## src/rtl/lsu_align_pipe.sv

```systemverilog
// Load/store alignment pipeline between execute and data memory.
// S1 holds the accepted request and issues the memory access; S2 waits for the
// synchronous read data, holds it under backpressure and extends the load result.
module lsu_align_pipe #(
  parameter int unsigned XLEN = 32
) (
  input  logic                Clk,
  input  logic                Reset,
  input  logic                in_valid,
  output logic                in_ready,
  input  logic                in_load,
  input  logic                in_store,
  input  logic [1:0]          in_size,
  input  logic                in_unsigned,
  input  logic [XLEN-1:0]     in_addr,
  input  logic [XLEN-1:0]     in_wdata,
  output logic                mem_req,
  output logic                mem_we,
  output logic [XLEN-1:0]     mem_addr,
  output logic [XLEN/8-1:0]   mem_be,
  output logic [XLEN-1:0]     mem_wdata,
  input  logic [XLEN-1:0]     mem_rdata,
  output logic                out_valid,
  input  logic                out_ready,
  output logic [XLEN-1:0]     out_result,
  output logic                out_misaligned
);

  localparam int unsigned NB = XLEN / 8;
  localparam int unsigned LW = $clog2(NB);

  typedef enum logic [1:0] {StEmpty, StFresh, StHeld} s2_state_e;

  // S1 request register
  logic            r_s1_valid;
  logic            r_s1_load;
  logic            r_s1_store;
  logic [1:0]      r_s1_size;
  logic            r_s1_unsigned;
  logic [XLEN-1:0] r_s1_addr;
  logic [XLEN-1:0] r_s1_wdata;

  // S2 state
  s2_state_e       r_s2_state;
  logic            r_s2_load;
  logic            r_s2_mis;
  logic [1:0]      r_s2_size;
  logic            r_s2_unsigned;
  logic [LW-1:0]   r_s2_lane;
  logic [XLEN-1:0] r_hold;

  logic            w_mis;
  logic            w_access;
  logic            w_s1_adv;
  logic            w_mem_req;
  logic [LW-1:0]   w_s1_lane;
  logic [3:0]      w_num_bytes;
  logic [NB-1:0]   w_be_mask;
  logic [XLEN-1:0] w_src;
  logic [XLEN-1:0] w_sh;
  logic [6:0]      w_bits;
  logic [XLEN-1:0] w_mask;
  logic [XLEN-1:0] w_top;
  logic            w_sign;
  logic [XLEN-1:0] w_ext;

  assign w_s1_lane = r_s1_addr[LW-1:0];
  assign w_access  = r_s1_load | r_s1_store;

  // Alignment check on the S1 request; dword on a 32-bit datapath is never legal
  always_comb begin
    w_mis = 1'b0;
    unique case (r_s1_size)
      2'b00:   w_mis = 1'b0;
      2'b01:   w_mis = r_s1_addr[0];
      2'b10:   w_mis = |r_s1_addr[1:0];
      default: w_mis = (XLEN == 32) ? 1'b1 : |r_s1_addr[2:0];
    endcase
  end

  assign out_valid = (r_s2_state != StEmpty);
  // S1 may move on when S2 is free or S2 is being consumed; nothing moves during reset
  assign w_s1_adv  = !Reset & r_s1_valid & ((r_s2_state == StEmpty) | (out_valid & out_ready));
  assign in_ready  = Reset | !r_s1_valid | w_s1_adv;
  assign w_mem_req = w_s1_adv & !w_mis & w_access;

  // Memory request decode: byte-enable mask and lane-shifted write data
  always_comb begin
    w_num_bytes = 4'd1 << r_s1_size;
    w_be_mask   = ~({NB{1'b1}} << w_num_bytes);
    mem_req     = w_mem_req;
    mem_we      = w_mem_req & r_s1_store;
    mem_addr    = w_mem_req ? {r_s1_addr[XLEN-1:LW], {LW{1'b0}}} : '0;
    mem_be      = (w_mem_req & r_s1_store) ? (w_be_mask << w_s1_lane) : '0;
    mem_wdata   = (w_mem_req & r_s1_store) ? (r_s1_wdata << {w_s1_lane, 3'b000}) : '0;
  end

  // S1 register: load on accept, drain when handed to S2
  always_ff @(posedge Clk) begin
    if (Reset) begin
      r_s1_valid    <= 1'b0;
      r_s1_load     <= 1'b0;
      r_s1_store    <= 1'b0;
      r_s1_size     <= 2'b00;
      r_s1_unsigned <= 1'b0;
      r_s1_addr     <= '0;
      r_s1_wdata    <= '0;
    end else if (in_valid & in_ready) begin
      r_s1_valid    <= 1'b1;
      r_s1_load     <= in_load;
      r_s1_store    <= in_store;
      r_s1_size     <= in_size;
      r_s1_unsigned <= in_unsigned;
      r_s1_addr     <= in_addr;
      r_s1_wdata    <= in_wdata;
    end else if (w_s1_adv) begin
      r_s1_valid    <= 1'b0;
    end
  end

  // S2 FSM: capture request info on advance, park read data in r_hold when stalled
  always_ff @(posedge Clk) begin
    if (Reset) begin
      r_s2_state    <= StEmpty;
      r_s2_load     <= 1'b0;
      r_s2_mis      <= 1'b0;
      r_s2_size     <= 2'b00;
      r_s2_unsigned <= 1'b0;
      r_s2_lane     <= '0;
      r_hold        <= '0;
    end else begin
      if (w_s1_adv) begin
        r_s2_load     <= r_s1_load & !w_mis;
        r_s2_mis      <= w_mis & w_access;
        r_s2_size     <= r_s1_size;
        r_s2_unsigned <= r_s1_unsigned;
        r_s2_lane     <= w_s1_lane;
      end
      unique case (r_s2_state)
        StEmpty: if (w_s1_adv) r_s2_state <= StFresh;
        StFresh: begin
          if (out_ready) begin
            r_s2_state <= w_s1_adv ? StFresh : StEmpty;
          end else begin
            r_hold     <= mem_rdata;
            r_s2_state <= StHeld;
          end
        end
        StHeld: if (out_ready) r_s2_state <= w_s1_adv ? StFresh : StEmpty;
        default: r_s2_state <= StEmpty;
      endcase
    end
  end

  // Load extraction: lane shift, then mask and sign-fill above the access width
  always_comb begin
    w_src  = (r_s2_state == StHeld) ? r_hold : mem_rdata;
    w_sh   = w_src >> {r_s2_lane, 3'b000};
    w_bits = 7'd8 << r_s2_size;
    // Shift by the full width yields zero, so a full-width access masks everything in
    w_mask = ~({XLEN{1'b1}} << w_bits);
    w_top  = w_mask & ~(w_mask >> 1);
    w_sign = |(w_sh & w_top);
    w_ext  = (w_sh & w_mask) | ((w_sign & !r_s2_unsigned) ? ~w_mask : '0);
    out_result     = (out_valid & r_s2_load) ? w_ext : '0;
    out_misaligned = out_valid & r_s2_mis;
  end

endmodule

```

## config.mk

```make
export PLATFORM = sky130hd
export DESIGN_NAME = lsu_align_pipe
export DESIGN_NICKNAME = d
export VERILOG_FILES = /design/src/rtl/lsu_align_pipe.sv
export SDC_FILE = /design/constraint.sdc
export NUM_CORES = 1
export LEC_CHECK = 0
export CORE_ASPECT_RATIO = 1.2
export CORE_MARGIN = 5
export CORE_UTILIZATION = 30
export DETAILED_ROUTE_END_ITERATION = 16
export PLACE_DENSITY = 0.58
export SYNTH_ARGS = -nofsm -noshare
export SYNTH_HDL_FRONTEND = slang
export SYNTH_SLANG_ARGS = --single-unit
```

## constraint.sdc

```tcl
create_clock -name Clk -period 3.5 [get_ports Clk]
set_clock_uncertainty 0.15 [all_clocks]
set_input_delay 0.7 -clock Clk [delete_from_list [all_inputs] [get_ports Clk]]
set_output_delay 0.7 -clock Clk [all_outputs]
set_load 0.01 [all_outputs]
```

==> results.yml <==
min_path:
  holdPathStages: 2
  min_from: "r_s1_unsigned$_SDFFE_PP0P_"
  worstHoldPathType: "flop to flop"
sta:
  setup_viol: 0
  setup_ws_ns: 0.0433
  worst_slew_pin_slew_ns: 1.12
  whs_ns: 0.300
  slew_viol_final: 0
  fin_crit_ns: 3.46
  fmax_mhz: 289
  hold_viol: 0
  fin_crit_sh_pct: 98.8
  tns_ns: 0
  maxSlewHeadroom_pct: 25.6
worst_setup_path:
  path_depth: 7
  crit_buf_inv: 3
  required_ns: 2.65
  critPathArrivalTime_ns: 2.61
  r2r_start: "r_s2_state[1]$_SDFFE_PP0P_"
  critPathTopFamily: "buffers and inverters"
  critPathMaxFanout: 11
  crit_start: "mem_rdata[23]"
  path_cells: "clkdlybuf4s50_1 > mux4_2 > mux2i_4 > a2bb2oi_4 > buf_12 > o21ai_0 > dlygate4sd2_1"
  cp-start-kind: "input port"
  ff2ff_path_depth: 6
  crit_type: "input port to output pin"
  end_kind: "output pin"
  slowest_delay_ns: 0.52
  worst_path_max_delay_cell: "mux4_2"
synth:
  yosys.cell_count.top_type: "nand2_1"
  synth-edff-count: 0
  syn_area_sq_um: 5860
  netlist.area_leader.share_pct: 37.9
  synth_cell_types: 37
  syn_inst: 765
  ys_seq_area_share_pct: 37.9
  syn_avg_cell_area_sq_um: 7.65
  ys_async_sr_fraction_pct: 0
  synth_area_leaders: "dfxtp_1, nand2_1, a21oi_1, mux4_2, and2_1"
  ys_seq_elements: 111
  post-synth-top-area-cell: "dfxtp_1"
  synth_common_cells: "nand2_1, a21oi_1, dfxtp_1, nor2_1, clkbuf_1"
  ys_warn_count: 0
  ys_dominant_reg_cell: "dfxtp_1"
placed_design:
  dp_slack_ns: -0.240
  dp_hpwl_microns: 13600
  io_buffer_count: 207
  gp_congestion: 0.803
floorplanning:
  die_area_sq_um: 22400
  fp-row-count: 56
  initial_core_util_pct: 30.2
  die_h_microns: 163
  io_pins: 210
  core_sq_um: 19400
  die_x_microns: 138
clocking:
  clock-sinks: 111
  clkSlewWorstSetupHoldPaths_ns: 0.07
  tritoncts: "yes"
  clockBufferDepth: 2
  cts_hold_buf: 0
  numCtsBuffers: 9
  clock_latency_ns: 0.35
  clock-root-buffer: "clkbuf_16"
  cts.htree.levels: 3
grt:
  grt_pass1_wl_microns: 30500
  first_global_vias: 5826
  antenna_found_initial: 0
  grt_use_total_pct: 17.0
  grt_max_degree: 103
  gr-total-overflow: 0
pwr:
  power.density_nw_per_um2: 335
  p_leak_nw: 3.69
  peakVddDrop_v: 0.000205
detailed_routing:
  wl_microns: 19400
  drt_iter0_markers: 263
  avgViaCountPerCell: 4.81
  drt_pass1_iterations: 4
  drc: 0
  wl_per_cell_microns: 16.0
  detail-route-antenna-nets: 0
  via_count: 5857
run:
  drv_cap: 0
layout:
  fin_util_pct: 44.5
  n_antenna_cell: 0
  drive_above_1_share_pct: 10.1
  area_delta_synth_final_pct: 47.4
  nets: 1057
status:
  outcome: "finished, final reports clean"
==> final cells by class <==
| type | instances | area [sq um] |
|---|---|---|
| clock buffer | 9 | 225 |
| clock inverter | 7 | 86.3 |
| fill | 2063 | 10800 |
| inverter | 7 | 26.3 |
| multi-input combinational | 585 | 3390 |
| sequential | 111 | 2220 |
| tap | 261 | 327 |
| timing repair buffer | 238 | 2350 |
==> layout by cell type, fill, tap and decap left out, types with 9 or more instances in the layout <==
master,count
nor2_1,45
dfxtp_1,110
a211oi_1,16
o21ai_0,19
and2_1,38
clkbuf_16,9
a21oi_1,122
nor2b_1,12
nand2_1,236
dlymetal6s2s_1,23
mux2i_1,19
clkdlybuf4s50_1,138
clkdlybuf4s15_1,9
mux4_2,23
dlygate4sd2_1,36
buf_4,29
==> metrics by stage <==
stage / area, sq um / total power [mW] / cells
2_1_floorplan: 5860 / 1.61 / 766
3_3_place_gp: 8220 / 1.81 / 1196
3_5_place_dp: 8220 / 1.82 / 1196
4_1_cts: 8530 / 2.94 / 1216
5_1_grt: 8630 / 3.04 / 1218
6_report: 8630 / 2.89 / 1218
==> state kept, by name, indices dropped and copies added (netlist names) <==
register,cells
r_hold,32
r_s1_addr,32
r_s1_load,1
r_s1_size,2
r_s1_store,1
r_s1_unsigned,1
r_s1_valid,1
r_s1_wdata,32
r_s2_lane,2
r_s2_load,1
r_s2_mis,1
r_s2_size,2
r_s2_state,2
r_s2_unsigned,1
==> power by group <==
group | internal (mW) | leakage [nW] | total [mW] | switching (mW)
Combinational | 0.231 | 2.63 | 0.439 | 0.207
Sequential | 1.32 | 0.909 | 1.35 | 0.0363
Clock | 0.574 | 0.151 | 1.09 | 0.520
Total | 2.12 | 3.69 | 2.89 | 0.764
==> logic make-up (layout without fill, tap and decap cells) <==
family          Yosys count  after routing  synth area share (%)
mux                      50             50                  13.8
buf+inv                  72            261                  5.26
compound gates          177            177                  17.0
simple gates            354            356                  25.9
other cells               1              2                0.0640
flops                   111            111                  37.9
==> layer usage <==
metal,track usage (%),up-vias,wire [microns]
met2,29.5,148,9530
li1,-,2948,-
met4,3.95,0,187
met5,0,-,0
met1,21.0,2746,8360
met3,4.41,15,1350
==> worst reg2reg max path: cells and delay by family, from the launching register on <==
kind	cells	cell delay, ns
AND/OR/NAND/NOR	4	1.11
flip-flops	1	0.37
AO/OA/AOI/OAI	1	0.13
buffers and inverters	1	0.55
==> worst paths after layout <==
kind / end / slack (ns)
hold / removal: r_s2_unsigned$_SDFFE_PP0N_ / 0.30
hold reg to reg: r_s2_unsigned$_SDFFE_PP0N_ / 0.30
setup / recovery: out_result[29] / 0.04
setup reg to reg: r_s1_wdata[9]$_SDFFE_PP0P_ / 1.11
==> timing repair <==
action / 4_1_cts / 5_1_grt
pin swaps: 1 / 1
gates resized for setup: 49 / 39
gates cloned: 0 / 2
setup buffers: 4 / 0
endpoints found under the hold margin: 0 / 0
setup endpoints to repair: 69 / 44
Note: power is estimated with default switching activity, not from simulation.
